[config.mk]
export PLATFORM = sky130hd
export DESIGN_NAME = interrupt_controller
export DESIGN_NICKNAME = d
export VERILOG_FILES = /design/src/rtl/interrupt_controller.sv
export SDC_FILE = /design/constraint.sdc
export NUM_CORES = 1
export LEC_CHECK = 0
export ABC_CLOCK_PERIOD_IN_PS = 2200
export CAP_MARGIN = 5
export CORE_UTILIZATION = 43
export DETAILED_ROUTE_END_ITERATION = 8
export PLACE_DENSITY = 0.8
export SETUP_SLACK_MARGIN = 0.2
export SLEW_MARGIN = 30
export SYNTH_ARGS = -nofsm -noshare
export SYNTH_HDL_FRONTEND = slang
export SYNTH_SLANG_ARGS = --single-unit
[constraint.sdc]
create_clock -name CLK -period 2.2 [get_ports CLK]
set_clock_uncertainty 0.15 [all_clocks]
set_input_delay 0.33 -clock CLK [delete_from_list [all_inputs] [get_ports CLK]]
set_output_delay 0.33 -clock CLK [all_outputs]
set_load 0.05 [all_outputs]
[src/rtl/interrupt_controller.sv]
// Edge-detecting, maskable, fixed-priority interrupt controller with a request/ack/done handshake.
// Optional macro INTC_SYNC_EN adds a 2-flop synchronizer on each hardware line before edge detect.
module interrupt_controller #(
    parameter logic [15:0] VECTOR_BASE   = 16'h0100,
    parameter logic [15:0] VECTOR_STRIDE = 16'h0010
) (
    input  logic        CLK,
    input  logic        RST_N,
    input  logic [7:0]  hardware,
    input  logic [15:0] PC,
    input  logic        int_ack,
    input  logic        int_done,
    input  logic        mask_we,
    input  logic [7:0]  mask_data,
    output logic        int_req,
    output logic [15:0] int_vector,
    output logic [2:0]  int_code,
    output logic [15:0] interrupt_reg,
    output logic [7:0]  pending,
    output logic        in_service
);

    typedef enum logic [1:0] {IDLE, REQ, SERVICE} state_t;

    state_t      state_q, state_d;
    logic [7:0]  hw_q, edge_src, rise;
    logic [7:0]  pending_q, pending_d, mask_q, active, clr;
    logic [2:0]  code_q, code_d, sel;
    logic [15:0] ireg_q, ireg_d;
    logic        any;

`ifdef INTC_SYNC_EN
    logic [7:0] sync1_q, sync2_q;

    always_ff @(posedge CLK or negedge RST_N) begin
        if (!RST_N) begin
            sync1_q <= '0;
            sync2_q <= '0;
        end else begin
            sync1_q <= hardware;
            sync2_q <= sync1_q;
        end
    end

    assign edge_src = sync2_q;
`else
    assign edge_src = hardware;
`endif

    // Lowest-index unmasked pending line wins.
    always_comb begin
        rise   = edge_src & ~hw_q;
        active = pending_q & mask_q;
        any    = |active;
        sel    = '0;
        for (int i = 7; i >= 0; i--) begin
            if (active[i]) sel = 3'(i);
        end
    end

    always_comb begin
        state_d = state_q;
        code_d  = code_q;
        ireg_d  = ireg_q;
        clr     = '0;
        case (state_q)
            IDLE: begin
                if (any) begin
                    state_d = REQ;
                    code_d  = sel;
                end
            end
            REQ: begin
                if (!any) begin
                    state_d = IDLE;
                end else begin
                    code_d = sel;
                    if (int_ack) begin
                        state_d = SERVICE;
                        ireg_d  = PC;
                        clr     = 8'd1 << sel;
                    end
                end
            end
            SERVICE: begin
                if (int_done) state_d = IDLE;
            end
            default: state_d = IDLE;
        endcase
        // Clearing the acknowledged line wins over a same-edge new event on it.
        pending_d = (pending_q | rise) & ~clr;
    end

    always_ff @(posedge CLK or negedge RST_N) begin
        if (!RST_N) begin
            state_q   <= IDLE;
            hw_q      <= '0;
            pending_q <= '0;
            mask_q    <= 8'hFF;
            code_q    <= '0;
            ireg_q    <= '0;
        end else begin
            state_q   <= state_d;
            hw_q      <= edge_src;
            pending_q <= pending_d;
            code_q    <= code_d;
            ireg_q    <= ireg_d;
            if (mask_we) mask_q <= mask_data;
        end
    end

    // While requesting, the choice tracks live so a higher-priority arrival preempts it.
    assign int_code      = (state_q == REQ && any) ? sel : code_q;
    assign int_vector    = VECTOR_BASE + VECTOR_STRIDE * {13'd0, int_code};
    assign int_req       = (state_q == REQ);
    assign in_service    = (state_q == SERVICE);
    assign interrupt_reg = ireg_q;
    assign pending       = pending_q;

endmodule

==> results of run 1 <==
[worst paths after layout]
| path | from | end | slack (ns) | cells after the start |
|---|---|---|---|---|
| worst max-delay path | pending[6] | int_code[0] | -0.09 | 5 |
| worst min-delay path | hardware[1] | hw_q[1] | 0.35 | 1 |
| worst max register to register | mask_q[4] | interrupt_reg[13] | 0.09 | 8 |
| worst min register to register | state_q[0] | state_q[0] | 0.37 | 1 |
| max in group asynchronous | RST_N | pending[3] | 0.89 | 3 |
| min in group asynchronous | RST_N | hw_q[1] | 0.41 | 2 |
[kinds of logic (layout without fill, tap and decap cells)]
group	after synthesis	in the layout
AND/OR/NAND/NOR	22	22
other	2	13
multiplexers	25	25
flip-flops	45	45
buffers and inverters	29	105
AO/OA/AOI/OAI	38	38
[routing by layer]
| metal | wire, µm | vias to the layer above |
|---|---|---|
| li1 | - | 706 |
| met1 | 1840 | 754 |
| met5 | 0 | - |
| met2 | 2450 | 71 |
| met3 | 323 | 13 |
| met4 | 104 | 0 |
[cell type report]
type	count	share of cell area, %
well taps	52	2.09
multi-input cells	98	26.6
repair buffers	88	29.9
flip-flops and latches	45	36.7
clock buffers	6	2.33
inverters	9	1.08
clock inverters	2	1.24
[where the power goes]
group | switching (µW) | internal (µW)
clock | 282 | 343
sequential | 197 | 1100
combinational | 1730 | 1300
[critical path, delay by kind of cell (launching register included)]
kind | cells | cell delay, ns
simple gates | 2 | 0.38
mux | 1 | 0.31
flops | 1 | 0.44
compound gates | 1 | 0.24
buf+inv | 1 | 0.16
[per-stage QoR]
| stage | setup slack [ns] | total power, µW | hold slack, ns | utilization (%) | area, µm² |
|---|---|---|---|---|---|
| after floorplan | -0.0588 | 3210 | -0.116 | - | 2130 |
| after global placement | 0.194 | 4050 | 0.188 | 62.2 | 2780 |
| after detailed placement | 0.188 | 4090 | 0.194 | 62.2 | 2780 |
| after CTS | -0.0705 | 4920 | 0.347 | 67.9 | 3040 |
| after global routing | -0.140 | 5150 | 0.349 | 69.7 | 3120 |
| final | -0.0864 | 4950 | 0.345 | 69.7 | 3120 |
[what timing repair did]
item	4_1_cts	5_1_grt
gates cloned	1	0
hold buffers	1	0
pin swaps	6	5
endpoints found under the setup margin	16	29
endpoints found under the hold margin	15	0
gates resized for setup	16	16
setup buffers	8	5
[placed cells by master, fill, tap and decap left out, drive strengths merged, types with 2 or more instances in the layout]
cell type,netlist,layout
inv,9,10
dfstp,8,8
dfrtp,37,37
mux2,25,25
nor2,3,3
o21ai,2,2
a22oi,4,4
dlymetal6s2s,0,7
a31oi,3,3
conb,2,13
dlygate4sd2,0,6
a21oi,20,20
clkdlybuf4s50,0,46
buf,19,27
clkbuf,1,7
nand2,12,12
==> results.md, run 1 <==
* Ant. Diodes at 0
* Simple logic cell fraction of the synthesized area at 6.06%
* Clk slew on worst S/H paths at ~0.090 ns
* FP Rows at 24
* Synthesized area per cell at about 13 µm²
* CP Data Arrival Time at 1.81 ns
* Worst setup EP type: primary output
* Multi-input logic area at 830 µm²
* Inst Count DP at 277
* Fraction of layout cells with a size suffix above 1 at between 30% and 40%
* Most numerous cell in the Yosys netlist: dfrtp_1
* Mapped Area at 2050 µm²
* Min-Delay Path Class: primary input to register
* Vias per cell at 5.15
* Largest family of logic cells by synthesized area: multiplexers
* Storage element area at 1150 µm²
* Mux cell area share after synthesis at 15.6%
* CTS tree: done
* PwrDens at ~1600 nW/µm²
* First-pass GRT wire length at about 7800 µm
* Root Driver: clkbuf_8
* GRT Resource Usage Total at 19.9%
* Final Hold Fails at 0
* # fillers at 308
* Share of async-settable or async-resettable flops after synthesis at 100%
* GR Overflow Total at 0
* Post-route minimum period at about 2.3 ns
* Area share of fa/ha/maj cells after synthesis at 0%
* Final worst-path cycle share at 104%
* Critical Path RT at 1.72 ns
* Wire per inst at 15.7 µm
* Met1 Usage GRT at 24.3%
* Most frequent cells after synthesis: 37 x dfrtp_1, 20 x a21oi_1, 16 x buf_4
* Worst-path fanout max at 4
* Syn. warnings at 0
* Clk sink count at 45
* DR iter-0 viols at 117
* IO Port Bufs at 68
* Htree depth at 2
* Worst path slowest cell: dfrtp_2
* Top_reg_cell synth: dfrtp_1
* Setup TNS at -0.190 ns
* Synthesis-stage register bit count at 45
* Routability cong. at between 0.8 and 0.9
* Total wire length at 4720 µm
* Max-cap viol count at 0
* Layout Cells excl Fill at 300
* DR pass1 iterations at 6
* Area leader, netlist: dfrtp_1
* GR Util met2 at 33.9%
* Vias at approximately 1500
* Number of flip-flops in the largest register at 16
* Post-synthesis compound-gate area fraction at 13.0%
* Share of the synthesized area in the top cell type at around 45%
* Worst-Margin Slew at 0.550 ns
* DRT antenna net count at 0
* Number of buffers created by CTS at 5
* DP HPWL at 3270 µm
* Syn-to-layout area delta at 52.5%
* Initial antenna violation count at 0
* Failing checks: DRC, setup timing
* Final setup violation count at 4
* Initial core utilization at 45.7%
* Vias in the first global route at 1602
* Mapped Cells at 161
* Max_slew headroom at 63.4%
* Largest cells by area after synthesis: dfrtp_1 45%, dfstp_2 10%, mux2_2 8.3%, mux2_4 7.3%, buf_4 5.9%
* Area of the core at about 4500 µm²
* Worst setup margin at -0.0864 ns
* Die width at 71.0 µm
* NumNets Final at 284
* Critical Path, Cell by Cell: a22oi_2 -> and4_4 -> nand2b_4 -> mux2_4 -> buf_6
* CTS max path bufs at 2
* Synth cell types at 36
* GR peak layer: met2
* Synth Area in XOR/XNOR at 0%
* Sequential share of the synthesized area at 55.5%
* Peak VDD IR at slightly above 900 µV
* Largest net degree at the start of global routing at 26
* Status: complete, but fails checks
* Highest Clock Rate at 437 MHz
* Slew Limit Fails at 0
* DRC at 3
* Die Span Y at 71.0 µm
* CP Launch Type: register
* EDFF count, synth at 0
* Leakage power at 0.00139 µW
* Die ar. at 5040 µm²
* RSZ-0062 raised after global routing: true
* Top-Level Pins at roughly 80
* Clock Latency Late Sink at 0.30 ns
* Grt met3 use at 5.41%
* Max stage delay on crit path at roughly 0.44 ns
* Crit Path Category: register to primary output
No activity file was read; power rests on OpenSTA's default activity.
==> inputs of run 2 (changes only) <==
- ABC_CLOCK_PERIOD_IN_PS: 2200 -> not set
- CORE_MARGIN: not set -> 3
- RECOVER_POWER: not set -> 50
==> run 2 against run 1 <==
The run ends with setup timing left. Critical endpoint is now int_vector[4]. Clock-buffer cell count rose by 1. Global-route usage shrank 2.4 points. Routed wire length shrank 0.44%. Final area down 3.1%. Worst setup slack got worse by 0.0033 ns. Final cell count shrank 2.3%. Combinational power is 5% lower. Sequential share of layout area up 1.2 points. Largest cell class unchanged.
==> results.md, run 2 (same netlist as run 1, synthesis figures left out) <==
* Root Driver: clkbuf_8
* Combinational group share of total power at 59.7%
* Max-cap viol count at 0
* Vias per cell at 5.14
* Failing checks: setup timing
* Layout Cells excl Fill at between 200 and 300
* Fraction of layout cells with a size suffix above 1 at 34.4%
* P_int at ~2700 µW
* CP Data Arrival Time at approximately 1.8 ns
* Vias in the first global route at between 1500 and 2000
* Clock share of power at 13.4%
* Worst-path fanout max at 4
* First-pass GRT wire length at 7270 µm
* Setup TNS at -0.245 ns
* Cells on worst reg2reg path at 6
* Worst setup margin at -0.0896 ns
* Final setup violation count at 4
* Leakage power at 0.00132 µW
* CTS max path bufs at 2
* Slew Limit Fails at 0
* DP Worst Slack at 0.188 ns
* Min-Delay Path Class: register to register
* Final worst-path cycle share at 104%
* Sequential Power Share at about 27%
* DR iter-0 viols at 122
* Reg2reg start: mask_q[2]
* Vias at 1506
* Total wire length at 4700 µm
* Worst flop-to-flop path endpoint: interrupt_reg[9]
* Commonest non-fill, non-tap cells in the layout: 37 x clkdlybuf4s50_1, 29 x dfrtp_1, 17 x a21oi_1
* CTS tree: done
* Critical Path RT at 1.72 ns
* Most common cell after layout, fill and taps aside: clkdlybuf4s50_1
* Clk slew on worst S/H paths at 0.09 ns
* Largest net degree at the start of global routing at 25
* Die width at 75.0 µm
* RSZ-0062 raised after global routing: true
* Clk sink count at 45
* Wire per inst at 16.1 µm
* Htree depth at 2
* Status: complete, but fails checks
* DRT antenna net count at 0
* DR pass1 iterations at 4
* DP HPWL at 3280 µm
* Ant. Diodes at 0
* Syn-to-layout area delta at 47.8%
* Switch share at 45.2%
* Worst-Margin Slew at 1.32 ns
* Hold-critical path endpoint: interrupt_reg[3]
* Initial core utilization at 45.7%
* Post-route minimum period at 2.29 ns
* Number of flip-flops in the largest register at 16
* PwrDens at around 1600 nW/µm²
* Final Hold Fails at 0
* IO Port Bufs at 68
* NumNets Final at 277
* Fin Hold WS at about 0.36 ns
* Clock Latency Late Sink at 0.30 ns
* Max_slew headroom at about an eighth
* Dpl cell area at approximately 2800 µm²
* FP Rows at 24
* Die Span Y at 75.0 µm
* GR Overflow Total at 0
* CP Launch Type: register
* Routability cong. at 0.779
* Hold path depth at 1
* Crit Path Category: register to primary output
* Worst setup EP type: primary output
* Hold_sp: interrupt_reg[3]
* Final instance area at 3020 µm²
* Die ar. at about 5600 µm²
* Reg-to-reg setup timing slack at 0.25 ns
* GRT Resource Usage Total at 17.5%
* Sw power at 2190 µW
* Inst Count DP at 276
* Top-Level Pins at between 80 and 90
* Number of buffers created by CTS at 5
* Peak VDD IR at roughly 800 µV
* DRC at 0
* Initial antenna violation count at 0
* Area of the core at 4470 µm²
* Critical Path Source: pending[6]
* Highest Clock Rate at 437 MHz
-- run 2: cell types whose count changed in the layout (fill, tap and decap cells not counted), sizes merged --
cell / previous run / this run
buf: 27 / 20
dlygate4sd2: 6 / 8
clkbuf: 7 / 8
clkdlybuf4s50: 46 / 37
inv: 10 / 9
dlygate4sd3: 1 / 10
dlymetal6s2s: 7 / 5
-- run 2: stage by stage --
step / power (µW) / utilization (%)
floorplan: 3210 / -
global placement: 4070 / 62.3
detailed placement: 4100 / 62.3
CTS: 4840 / 66.9
global route: 5060 / 67.6
finish: 4840 / 67.6
-- run 2: worst max path at each step --
| stage | to | cells after the start |
|---|---|---|
| floorplan | int_vector[4] | 6 |
| global placement | int_vector[4] | 5 |
| detailed placement | int_vector[4] | 5 |
| CTS | int_vector[4] | 5 |
| global route | int_vector[4] | 5 |
| finish | int_vector[4] | 5 |
-- run 2: critical path: stages (launching register included) --
cell	delay [ns]
dfrtp_2	0.44
a22oi_2	0.20
and4_1	0.26
nand2b_4	0.14
mux2_4	0.31
buf_6	0.16
-- run 2: power by group through the flow --
| stage | Combinational, µW | Clock [µW] | Sequential (µW) |
|---|---|---|---|
| final | 2890 | 649 | 1300 |
| after global routing | 3020 | 697 | 1340 |
| after CTS | 2890 | 656 | 1300 |
| after detailed placement | 2790 | 0 | 1310 |
| after global placement | 2760 | 0 | 1310 |
| after floorplan | 1270 | 0 | 1940 |
-- run 2: metal layers --
metal / share of wire, % / up-vias / wire length, µm / GRT usage, %
li1: - / 692 / - / -
met4: 1.5 / 0 / 69 / 6.32
met1: 42 / 731 / 1980 / 22.2
met3: 7.0 / 8 / 328 / 5.34
met2: 49 / 75 / 2320 / 28.2
met5: 0 / - / 0 / 0
-- run 2: final cells by class --
class	count	area [µm²]
Inverter	9	33.8
Tap cell	52	65.1
Sequential cell	45	1150
Fill cell	318	1450
Clock inverter	1	30.0
Clock buffer	7	86.3
Timing Repair Buffer	81	856
Multi-Input combinational cell	98	806
-- run 2: timing repair --
item                                   in CTS  in global routing
setup endpoints to repair                  20                 21
buffers inserted                            7                  1
endpoints found under the hold margin      19                  0
hold buffers                                1                  0
pin swaps                                   7                  3
gates resized for setup                    16                  5
